**src/rtl/change_dispenser.sv**
```systemverilog
`default_nettype none
// ============================================================================
//  Module      : change_dispenser
//  Description : Pays out a latched return amount as physical coins, one per
//                cycle, greedy largest-denomination first. Signals completion
//                with a one-cycle done pulse plus the undispensable residue.
//  Revision    : 1.0 - initial release
// ============================================================================
module change_dispenser #(
    parameter int NUM_COINS  = 3,
    parameter int TOTAL_BITS = 31,
    parameter int COIN_VAL0  = 100,
    parameter int COIN_VAL1  = 500,
    parameter int COIN_VAL2  = 1000
) (
    input  logic                  clk,
    input  logic                  reset_n,
    input  logic                  i_trigger_return,
    input  logic [TOTAL_BITS-1:0] i_return_total,
    output logic [NUM_COINS-1:0]  o_return_coin,
    output logic                  o_busy,
    output logic                  o_done,
    output logic [TOTAL_BITS-1:0] o_remainder,
    output logic [7:0]            o_coin_count
);

    localparam logic [TOTAL_BITS-1:0] C_VAL0 = TOTAL_BITS'(COIN_VAL0);
    localparam logic [TOTAL_BITS-1:0] C_VAL1 = TOTAL_BITS'(COIN_VAL1);
    localparam logic [TOTAL_BITS-1:0] C_VAL2 = TOTAL_BITS'(COIN_VAL2);

    typedef enum logic [1:0] {
        S_IDLE     = 2'b00,
        S_DISPENSE = 2'b01,
        S_DONE     = 2'b10
    } state_t;

    state_t                r_state;
    logic [TOTAL_BITS-1:0] r_remaining;
    logic [TOTAL_BITS-1:0] r_remainder;
    logic [7:0]            r_coin_count;
    logic                  r_busy;
    logic                  r_done;

    logic [NUM_COINS-1:0]  w_coin_sel;
    logic [TOTAL_BITS-1:0] w_coin_val;
    logic [TOTAL_BITS-1:0] w_rem_next;
    logic                  w_coin_hit;

    // Greedy coin choice from registered state only, so the coin output is Moore
    always_comb begin
        w_coin_sel = '0;
        w_coin_val = '0;
        if (r_state == S_DISPENSE) begin
            if (r_remaining >= C_VAL2) begin
                w_coin_sel = NUM_COINS'(1) << 2;
                w_coin_val = C_VAL2;
            end else if (r_remaining >= C_VAL1) begin
                w_coin_sel = NUM_COINS'(1) << 1;
                w_coin_val = C_VAL1;
            end else if (r_remaining >= C_VAL0) begin
                w_coin_sel = NUM_COINS'(1);
                w_coin_val = C_VAL0;
            end
        end
    end

    // A coin is only chosen when it fits, so this subtraction cannot underflow
    assign w_rem_next = r_remaining - w_coin_val;
    assign w_coin_hit = |w_coin_sel;

    // Transaction state machine: latch amount, dispense coins, pulse done
    always_ff @(posedge clk or negedge reset_n) begin
        if (!reset_n) begin
            r_state      <= S_IDLE;
            r_remaining  <= '0;
            r_remainder  <= '0;
            r_coin_count <= '0;
            r_busy       <= 1'b0;
            r_done       <= 1'b0;
        end else begin
            case (r_state)
                S_IDLE: begin
                    r_done <= 1'b0;
                    if (i_trigger_return) begin
                        r_remaining  <= i_return_total;
                        r_remainder  <= '0;
                        r_coin_count <= '0;
                        r_busy       <= 1'b1;
                        r_state      <= S_DISPENSE;
                    end
                end
                S_DISPENSE: begin
                    if (w_coin_hit) begin
                        r_remaining <= w_rem_next;
                        if (r_coin_count != 8'hFF) begin
                            r_coin_count <= r_coin_count + 8'd1;
                        end
                        if (w_rem_next < C_VAL0) begin
                            r_remainder <= w_rem_next;
                            r_done      <= 1'b1;
                            r_state     <= S_DONE;
                        end
                    end else begin
                        r_remainder <= r_remaining;
                        r_done      <= 1'b1;
                        r_state     <= S_DONE;
                    end
                end
                S_DONE: begin
                    r_done  <= 1'b0;
                    r_busy  <= 1'b0;
                    r_state <= S_IDLE;
                end
                default: begin
                    r_done  <= 1'b0;
                    r_busy  <= 1'b0;
                    r_state <= S_IDLE;
                end
            endcase
        end
    end

    assign o_return_coin = w_coin_sel;
    assign o_busy        = r_busy;
    assign o_done        = r_done;
    assign o_remainder   = r_remainder;
    assign o_coin_count  = r_coin_count;

endmodule
`default_nettype wire

```
**config.mk**
```make
export PLATFORM = sky130hd
export DESIGN_NAME = change_dispenser
export DESIGN_NICKNAME = d
export VERILOG_FILES = /design/src/rtl/change_dispenser.sv
export SDC_FILE = /design/constraint.sdc
export NUM_CORES = 1
export LEC_CHECK = 0
export CORE_MARGIN = 4
export CORE_UTILIZATION = 59
export CTS_BUF_LIST = sky130_fd_sc_hd__clkbuf_8
export CTS_CLUSTER_DIAMETER = 80
export DETAILED_ROUTE_END_ITERATION = 10
export PLACE_DENSITY = 0.91
export REMOVE_ABC_BUFFERS = 1
export SLEW_MARGIN = 20
export SYNTH_ARGS = -nofsm -noshare
export SYNTH_HDL_FRONTEND = slang
export SYNTH_SLANG_ARGS = --single-unit
```
**constraint.sdc**
```tcl
create_clock -name clk -period 8.46 [get_ports clk]
set_input_delay 2.115 -clock clk [delete_from_list [all_inputs] [get_ports clk]]
set_output_delay 2.115 -clock clk [all_outputs]
set_load 0.03 [all_outputs]
```
; ---- After elaboration in Yosys (flattened, before gate mapping)
; Index checks and enable logic that the tools add are counted.
[totals]
register_bits = 74
inputBits = 34
output_inout_bits = 44
elab_cells = 55
[classes]
addsub = 2
n_lt_le_gt_ge = 4
eq_ne = 6
muxes = 28
bitwise_logic = 1
reduce_logical = 8
[ops]
columns = cell, count
row1 = 31-bit 2-to-1 mux, 5
row2 = 31-bit case mux with 2 select lines, 2
row3 = "31-bit by 10-bit greater-or-equal comparator with 1-bit output, second input constant", 1
row4 = "31-bit by 7-bit greater-or-equal comparator with 1-bit output, second input constant", 1
row5 = "31-bit by 9-bit greater-or-equal comparator with 1-bit output, second input constant", 1
row6 = "31-bit by 7-bit less-than comparator with 1-bit output, second input constant", 1
row7 = 31-bit subtractor, 1
row8 = 8-bit 2-to-1 mux, 3
row9 = 10-bit 2-to-1 mux, 2
row10 = 8-bit case mux with 2 select lines, 1
row11 = 9-bit 2-to-1 mux, 1
row12 = "8-bit by 1-bit adder with 8-bit output, second input constant", 1
row13 = 2-bit 2-to-1 mux, 4
row14 = "8-bit != test, second input constant", 1
row15 = 7-bit 2-to-1 mux, 1
row16 = 3-bit 2-to-1 mux, 2
row17 = 3-bit AND reduction, 2
row18 = 1-bit 2-to-1 mux, 5
row19 = "2-bit != test, second input constant", 2
row20 = 2-bit case mux with 2 select lines, 1
row21 = 2-bit AND reduction, 2
row22 = 4-bit AND reduction, 1
row23 = "3-bit by 2-bit != test with 1-bit output, second input constant", 1
row24 = 3-bit OR reduction, 1
row25 = other kinds (6), 6

; ---- Logic depth before layout (Yosys ltp)
; Gate-level depths: netlist of the first run.
[depth]
ltp_word = 10
ltp_mapped = 20
mapped_depth_nobuf = 16

; ---- Worst setup path before layout of the first run
; No wires, ideal clock.
[synth_path]
path_kind = reg-to-reg
start = register r_remaining[13]
end = register r_remainder[4] (netlist: o_remainder[4])
setup_time_ns = 0.120
arrival_ns = 4.401
required_time_ns = 8.340
setup_slack_ns = 3.939
stages_incl_launch_ff = 18
path_buffers = 1
period_less_slack_ns = 4.521
path_cell_list = dfrtp_1 > nor3_1 > nand3_1 > or3_1 > o21bai_1 > nor2_1 > ha_1 > inv_1 > fa_1 > a21o_1 > a221oi_4 > o21bai_2 > o21ai_0 > nor4b_1 > or4b_1 > buf_1 > o211a_1 > a31o_2
[synth_between]
elab_chain_cells = 9
elab_cells_between_ends = 19
cone_classes = 1 x add/sub / 4 x order compare / 1 x eq/ne / 11 x mux / 2 x reduce/logical
[synth_lines]
columns = element, line_no
row1 = "start, declared", 38  ; logic [TOTAL_BITS-1:0] r_remaining;
row2 = "start signal, assigned", 85  ; r_remaining <= i_return_total;
row3 = "start signal, assigned", 94  ; r_remaining <= w_rem_next;
row4 = 31-bit by 7-bit greater-or-equal comparator with 1-bit output, 60  ; end else if (r_remaining >= C_VAL0) begin
row5 = 7-bit 2-to-1 mux, 60
row6 = 9-bit 2-to-1 mux, 57  ; end else if (r_remaining >= C_VAL1) begin
row7 = 10-bit 2-to-1 mux, 54  ; if (r_remaining >= C_VAL2) begin
row8 = 10-bit 2-to-1 mux, 53  ; if (r_state == S_DISPENSE) begin
row9 = 31-bit subtractor, 68  ; assign w_rem_next = r_remaining - w_coin_val;
row10 = 31-bit by 7-bit less-than comparator with 1-bit output or 31-bit 2-to-1 mux (tied branches), 98  ; if (w_rem_next < C_VAL0) begin
row11 = 3-bit by 2-bit != test with 1-bit output (no line) or 31-bit 2-to-1 mux (tied branches), -
row12 = 3-bit AND reduction (no line) or 31-bit case mux with 2 select lines (tied branches), -
row13 = "end signal, assigned", 99  ; r_remainder <= w_rem_next;
row14 = "end signal, assigned", 104  ; r_remainder <= r_remaining;
row15 = "end, declared", 39  ; logic [TOTAL_BITS-1:0] r_remainder;
; Several ways; a longest one is shown, not always the timed one. The select of a mux whose other input is x is not followed.
; A chain may end at the register's enable or synchronous reset.

; ---- Worst setup path in the final report of the first run
[layout_path]
start = register r_remaining[22]
end = register r_remainder[22] (netlist: o_remainder[22])
; Same word-level chain as after synthesis.

==> insert_results.sql, run 1 <==
INSERT INTO impl_metrics (metric_group, metric, value, unit) VALUES
('worst_setup_path', 'crit_type', 'reg -> reg', ''),
('sta', 'final-hold-violation-count', '0', ''),
('floorplan', 'floorplan.initialDensity', '0.607', ''),
('clock_network', 'cts_setup_buffers', '0', ''),
('clock_network', 'cts_resized', '0', ''),
('sta', 'hold-worst-slack', '0.525', 'ns'),
('sta', 'transition_time_of_the_tightest_slew_check_pin', '1.06', 'ns'),
('worst_setup_path', 'worst_setup_startpoint', 'r_remaining[22]', ''),
('floorplan', 'die-area', '8950', 'um2'),
('yosys', 'main_combinational_cell_family_by_area_after_synthesis', 'compound AO/OA/AOI/OAI gates', ''),
('global_route', 'track_usage', '0.308', ''),
('yosys', 'synth.ff_latch_count', '74', ''),
('status', 'result_of_the_run', 'finished clean', ''),
('floorplan', 'die_w', '94.6', 'um'),
('worst_setup_path', 'r2r_setup_slack', '2.44', 'ns'),
('placed_design', 'gp_congestion', '0.986', ''),
('yosys', 'post_synth_num_cell_types', '70', ''),
('yosys', 'synth_top_cells_by_area', 'dfrtp_1, a21oi_1, nand2_1', ''),
('yosys', 'synth.yosys.seq_area_share', '0.418', ''),
('sta', 'final_max_slew_viol_count', '0', ''),
('yosys', 'synthSimpleGateAreaFrac', '0.208', ''),
('min_path', 'min_delay_path_depth', '2', ''),
('yosys', 'postSynth.topFlopCell', 'dfrtp_1', ''),
('global_route', 'grt_first_pass_wirelength', '21700', 'um'),
('finish', 'fin_nets', '614', ''),
('clock_network', 'clock_tree_from_tritoncts', 'done', ''),
('yosys', 'synth_compound_area_frac', '0.262', ''),
('worst_setup_path', 'crit_fanout', '28', ''),
('sta', 'rsz_0062_raised_after_global_routing', 'false', ''),
('clock_network', 'cts_root_buf', 'clkbuf_8', ''),
('global_route', 'vias_in_the_first_global_route', '4338', ''),
('clock_network', 'cts_max_level', '3', ''),
('drt', 'via_count', '4346', ''),
('clock_network', 'cts_hold_buf', '0', ''),
('worst_setup_path', 'critical_path.startpoint_type', 'flop', ''),
('min_path', 'hold_class', 'reg -> reg', ''),
('run', 'cap_violations', '0', ''),
('yosys', 'postSynthCellCount', '510', ''),
('power_and_ir_drop', 'power-per-cell-area', '252', 'nW/um2'),
('sta', 'slew_headroom', '0.293', ''),
('sta', 'fin_worst_skew', '0.0120', 'ns'),
('drt', 'remaining_drc_errors', '0', ''),
('yosys', 'ys_warn_count', '0', ''),
('sta', 'setup_viol', '0', ''),
('floorplan', 'core_region_area', '7290', 'um2'),
('power_and_ir_drop', 'finalPower', '1.37', 'mW'),
('drt', 'drt_iter0_markers', '429', ''),
('placed_design', 'detailed_place_hpwl', '8800', 'um'),
('worst_setup_path', 'worst_r2r_path_depth', '14', ''),
('power_and_ir_drop', 'static_power_due_to_leakage', '2.32', 'nW'),
('sta', 'max_freq', '166', 'MHz'),
('drt', 'avgViaCountPerCell', '6.45', ''),
('clock_network', 'cts_buffer_depth', '2', ''),
('sta', 'period_needed', '6.02', 'ns'),
('yosys', 'synth_top_area_cell', 'dfrtp_1', ''),
('drt', 'drt_pass1_iterations', '5', ''),
('yosys', 'synthesis.area_per_instance', '8.68', 'um2'),
('drt', 'route.final.wire_length', '13100', 'um'),
('global_route', 'maximum_number_of_pins_on_one_net_before_global_route_repair', '75', ''),
('sta', 'final_clock_period_utilization_by_the_worst_path', '0.711', ''),
('worst_setup_path', 'crit_path_end_kind', 'flop', ''),
('floorplan', 'die-height', '94.6', 'um'),
('placed_design', 'portBuffers', '77', ''),
('worst_setup_path', 'required', '8.65', 'ns'),
('clock_network', 'worst_setup_hold_path_clk_slew', '0.09', 'ns'),
('drt', 'drtAntennaViolNets', '0', ''),
('yosys', 'synth-adder-area-share', '0.0300', ''),
('global_route', 'gr-total-overflow', '0', ''),
('yosys', 'yosys-mux-area-fraction', '0.00707', ''),
('clock_network', 'clkLatencyLatePin', '0.36', 'ns'),
('worst_setup_path', 'critPathArrivalTime', '6.20', 'ns');
-- critical path: stages (launching register included) --
cell	delay, ns
dfrtp_1	0.46
nor4_1	0.53
nand4b_1	0.34
or3_1	0.48
o21bai_1	0.21
nand2_1	0.20
ha_1	0.37
a21oi_2	0.35
nand2_1	0.16
nand3b_1	0.57
or4_1	0.65
mux2i_1	0.17
nor3b_1	0.44
a21o_1	0.68
a21boi_0	0.23
-- worst paths after layout --
kind                                   endpoint
worst max-delay path            o_remainder[22]
worst min-delay path                     o_busy
worst max register to register  o_remainder[22]
worst min register to register           o_busy
max in group asynchronous        r_remaining[3]
min in group asynchronous       r_remaining[16]
-- cells by family (layout without fill, tap and decap cells) --
family,Yosys count,count (layout)
AND/OR/NAND/NOR,184,184
adder cells (fa/ha/maj),10,10
XOR/XNOR,14,14
multiplexers,3,3
flip-flops,74,74
AO/OA/AOI/OAI,176,176
buffers and inverters,49,114
-- state kept, by name, summed over array words and instances (netlist names) --
name and count:
r_remaining 31, o_coin_count 8, o_busy 1, r_state 2
o_done 1, o_remainder 31
-- cells in the final DEF (no fill, tap or decap), types with 3 or more instances in the layout --
cell type        count
a31oi_1              6
o31ai_1              6
or2_2                4
xor2_1              10
nor3b_1              4
o211ai_1             3
nor4_1               9
o211a_1              5
a31o_2               3
inv_1               16
a22oi_1              8
ha_1                 9
nand2_1             54
nand3_1             12
inv_6                3
o22ai_1              7
nor2_1              45
buf_4                5
and3_1               5
nand4_1              7
clkdlybuf4s50_1     76
a41oi_1              3
dfrtp_1             74
o32ai_1              3
clkbuf_8             9
o21ai_0             35
xnor2_1              4
a21boi_0            24
or3_1                5
a21o_1               5
nor3_1              14
a21oi_1             46
-- per-stage QoR --
stage | worst slack (ns) | cells | area (um2) | util
detailed placement | 2.71 | 658 | 5210 | 0.715
floorplan | 3.19 | 477 | 4280 | -
finish | 2.44 | 674 | 5420 | 0.743
global route | 2.10 | 674 | 5420 | 0.743
global placement | 3.01 | 658 | 5210 | 0.715
CTS | 2.64 | 674 | 5420 | 0.743
-- cell usage after synthesis (all sizes together) (4+ instances only) --
master	number
nor2	47
xor2	10
a22oi	8
nand2	54
o31ai	6
o211a	5
buf	6
o22ai	7
or2	5
a31oi	6
clkbuf	27
dfrtp	74
and3	5
nor3b	4
o21ai	37
ha	9
inv	16
nor4	9
a21oi	47
or3	5
xnor2	4
nand3	12
a21boi	25
a21o	5
nand4	7
nor3	16
-- power breakdown --
| part | switching [mW] | internal, mW |
|---|---|---|
| sequential | 0.122 | 0.424 |
| clock | 0.156 | 0.142 |
| combinational | 0.298 | 0.225 |
| total | 0.577 | 0.790 |
-- layout make-up --
cell class / count / area (um2) / share of cell area
clock inverter: 7 / 82.6 / 0.0152
clock buffer: 9 / 124 / 0.0229
tap: 99 / 124 / 0.0229
sequential: 74 / 1850 / 0.342
inverter: 16 / 60.1 / 0.0111
multi-input combinational: 387 / 2370 / 0.438
timing repair buffer: 82 / 803 / 0.148
-- metal layers --
layer | vias up | track usage | share of wire
met1 | 2085 | 0.400 | 0.41
li1 | 1990 | - | -
met4 | 0 | 0.118 | 0.021
met3 | 33 | 0.0725 | 0.088
met5 | - | 0 | 0
met2 | 238 | 0.499 | 0.48
(Power assumes the default switching activity.)
==> inputs of run 2 (changes only) <==
--- a/config.mk
+++ b/config.mk
@@ -6,11 +6,11 @@
 export NUM_CORES = 1
 export LEC_CHECK = 0
 export CORE_MARGIN = 4
-export CORE_UTILIZATION = 59
+export CORE_UTILIZATION = 55
 export CTS_BUF_LIST = sky130_fd_sc_hd__clkbuf_8
 export CTS_CLUSTER_DIAMETER = 80
 export DETAILED_ROUTE_END_ITERATION = 10
-export PLACE_DENSITY = 0.91
+export PLACE_DENSITY = 0.86
 export REMOVE_ABC_BUFFERS = 1
 export SLEW_MARGIN = 20
 export SYNTH_ARGS = -nofsm -noshare
==> constraint.sdc (replaced) <==
create_clock -name clk -period 6.12 [get_ports clk]
set_input_delay 1.53 -clock clk [delete_from_list [all_inputs] [get_ports clk]]
set_output_delay 1.53 -clock clk [all_outputs]
set_load 0.03 [all_outputs]
==> run 2 against run 1 <==
Compared with the run above:
- combinational power grew 38%
- critical path depth is the same
- wire length shrank 2.3%
- power grew 42%
- worst hold slack gained 0.0011 ns
- design area grew 1.1%
- sequential power grew 38%
- clock power grew 58%
- largest cell class unchanged
- largest power group unchanged
- highest routed layer unchanged
==> insert_results.sql, run 2 (synthesis results as in run 1) <==
INSERT INTO impl_metrics (metric_group, metric, value, unit) VALUES
('finish', 'most-common-layout-cells', 'clkdlybuf4s50_1, dfrtp_1, nand2_1', ''),
('sta', 'transition_time_of_the_tightest_slew_check_pin', '1.03', 'ns'),
('clock_network', 'cts_root_buf', 'clkbuf_8', ''),
('sta', 'setup_viol', '0', ''),
('global_route', 'vias_in_the_first_global_route', '4371', ''),
('worst_setup_path', 'crit_fanout', '28', ''),
('clock_network', 'clkLatencyLatePin', '0.36', 'ns'),
('finish', 'finalInstanceArea', '5480', 'um2'),
('global_route', 'track_usage', '0.274', ''),
('finish', 'antennaDiodeCount', '0', ''),
('clock_network', 'clock_tree_from_tritoncts', 'done', ''),
('clock_network', 'cts_resized', '0', ''),
('clock_network', 'cts_setup_buffers', '0', ''),
('worst_setup_path', 'r2r_setup_slack', '0.70', 'ns'),
('run', 'cap_violations', '0', ''),
('worst_setup_path', 'critical_path.reg2reg.endpoint', 'o_remainder[27]', ''),
('power_and_ir_drop', 'power-per-cell-area', '355', 'nW/um2'),
('finish', 'fin_nets', '617', ''),
('placed_design', 'detailed_place_hpwl', '8770', 'um'),
('worst_setup_path', 'required', '6.33', 'ns'),
('drt', 'drt_pass1_iterations', '6', ''),
('sta', 'period_needed', '5.42', 'ns'),
('finish', 'area_growth_syn_to_layout', '23.8', '%'),
('floorplan', 'die_w', '97.7', 'um'),
('floorplan', 'core_region_area', '7770', 'um2'),
('drt', 'route.final.wire_length', '12800', 'um'),
('finish', 'finalNonFillerCells', '680', ''),
('worst_setup_path', 'crit_type', 'reg -> reg', ''),
('floorplan', 'die-area', '9550', 'um2'),
('clock_network', 'worst_setup_hold_path_clk_slew', '0.09', 'ns'),
('clock_network', 'cts_buffer_depth', '2', ''),
('floorplan', 'placement_rows', '32', ''),
('sta', 'max_freq', '185', 'MHz'),
('drt', 'drtAntennaViolNets', '0', ''),
('clock_network', 'cts_inserted_buffers', '9', ''),
('sta', 'final_max_slew_viol_count', '0', ''),
('finish', 'fill_cells', '630', ''),
('power_and_ir_drop', 'power.ir.vdd_worst', '197', 'uV'),
('sta', 'rsz_0062_raised_after_global_routing', 'false', ''),
('worst_setup_path', 'worstReg2RegStart', 'r_remaining[13]', ''),
('worst_setup_path', 'critPathArrivalTime', '5.63', 'ns'),
('worst_setup_path', 'crit_path_end_kind', 'flop', ''),
('sta', 'final-hold-violation-count', '0', ''),
('drt', 'via_count', '4280', ''),
('clock_network', 'cts_hold_buf', '0', ''),
('finish', 'utilization_of_the_core_after_routing', '0.705', ''),
('worst_setup_path', 'worst_setup_startpoint', 'r_remaining[13]', ''),
('global_route', 'antenna_violations_before_repair', '0', ''),
('min_path', 'hold_class', 'reg -> reg', ''),
('worst_setup_path', 'crit_path_end', 'o_remainder[27]', ''),
('global_route', 'maximum_number_of_pins_on_one_net_before_global_route_repair', '75', ''),
('drt', 'remaining_drc_errors', '0', ''),
('placed_design', 'portBuffers', '77', ''),
('drt', 'drt_iter0_markers', '268', ''),
('status', 'result_of_the_run', 'finished clean', ''),
('placed_design', 'dpl-instance-area', '5240', 'um2'),
('sta', 'setup_tns', '0', 'ns'),
('global_route', 'gr-total-overflow', '0', ''),
('worst_setup_path', 'worst_r2r_path_depth', '14', ''),
('floorplan', 'ioPinCount', '78', ''),
('drt', 'wl_per_cell', '18.9', 'um'),
('power_and_ir_drop', 'static_power_due_to_leakage', '2.36', 'nW'),
('sta', 'final_clock_period_utilization_by_the_worst_path', '0.885', ''),
('drt', 'avgViaCountPerCell', '6.29', ''),
('clock_network', 'cts_max_level', '3', ''),
('floorplan', 'floorplan.initialDensity', '0.570', ''),
('placed_design', 'placedCellCount', '664', ''),
('finish', 'post_route_cells_drive_above_1_share', '0.0744', ''),
('finish', 'final_common_cell', 'clkdlybuf4s50_1', ''),
('power_and_ir_drop', 'finalPower', '1.94', 'mW'),
('sta', 'fin_worst_skew', '0.0102', 'ns'),
('global_route', 'grt_first_pass_wirelength', '21500', 'um'),
('placed_design', 'gp_congestion', '0.898', ''),
('sta', 'slew_headroom', '0.312', ''),
('worst_setup_path', 'critical_path.startpoint_type', 'flop', ''),
('clock_network', 'clock_sink_total', '74', ''),
('floorplan', 'die-height', '97.7', 'um');
run 2: changes by cell type in the layout (fill, tap and decap cells not counted):
cell,change
clkinvlp_4,-2
buf_4,+3
inv_6,-2
clkinv_2,+1
inv_1,+1
bufinv_16,+2
a21o_2,+1
clkinv_4,+1
inv_8,-1
a21o_1,-1
run 2: area by class of cell:
cell class                 count  area, um2  area share
sequential                    74       1850       0.338
tap                          102        128      0.0233
timing repair buffer          85        826       0.151
inverter                      16       60.1      0.0110
multi-input combinational    387       2370       0.433
clock inverter                 7        116      0.0212
clock buffer                   9        124      0.0226
run 2: layer usage:
metal / routed length [um] / vias to the layer above / GRT usage / part of all wire
li1: - / 1992 / - / -
met1: 5390 / 2044 / 0.359 / 0.42
met2: 6060 / 216 / 0.435 / 0.47
met3: 1130 / 28 / 0.0869 / 0.088
met4: 252 / 0 / 0.0895 / 0.020
met5: 0 / - / 0 / 0
run 2: critical path, stage by stage, from the launching register on:
cell,delay [ns]
dfrtp_1,0.46
nor3_1,0.44
nand3_1,0.33
or3_1,0.45
o21bai_1,0.20
or2_2,0.33
ha_1,0.36
and3b_1,0.23
o211ai_1,0.18
nand3b_1,0.40
or4_1,0.60
mux2i_1,0.17
nor3b_1,0.43
a21o_2,0.50
a21boi_0,0.18
run 2: how the worst min path moves through the flow:
stage | slack (ns) | end | depth (start not counted) | startpoint
after floorplan | 0.49 | o_busy | 1 | r_state[1]
after global placement | 0.48 | o_busy | 2 | o_busy
after detailed placement | 0.51 | o_busy | 2 | o_busy
after CTS | 0.53 | o_done | 2 | o_done
after global routing | 0.55 | o_remainder[17] | 1 | o_remainder[17]
final | 0.53 | o_done | 2 | o_done
run 2: metrics by stage:
step | setup WS [ns] | hold slack, ns
floorplan | 0.853 | 0.489
global placement | 0.818 | 0.485
detailed placement | 0.568 | 0.511
CTS | 0.533 | 0.528
global route | 0.176 | 0.554
finish | 0.705 | 0.527
run 2: power by group:
part           internal, mW  switching [mW]
combinational         0.314           0.407
clock                 0.271           0.200
sequential            0.587           0.167
==> inputs of run 3 (changes only) <==
--- a/config.mk
+++ b/config.mk
@@ -12,7 +12,6 @@
 export DETAILED_ROUTE_END_ITERATION = 10
 export PLACE_DENSITY = 0.86
 export REMOVE_ABC_BUFFERS = 1
-export SLEW_MARGIN = 20
 export SYNTH_ARGS = -nofsm -noshare
 export SYNTH_HDL_FRONTEND = slang
 export SYNTH_SLANG_ARGS = --single-unit
==> results of run 3 <==
Same layout as run 2: the final DEF is identical, and so are final timing and power.
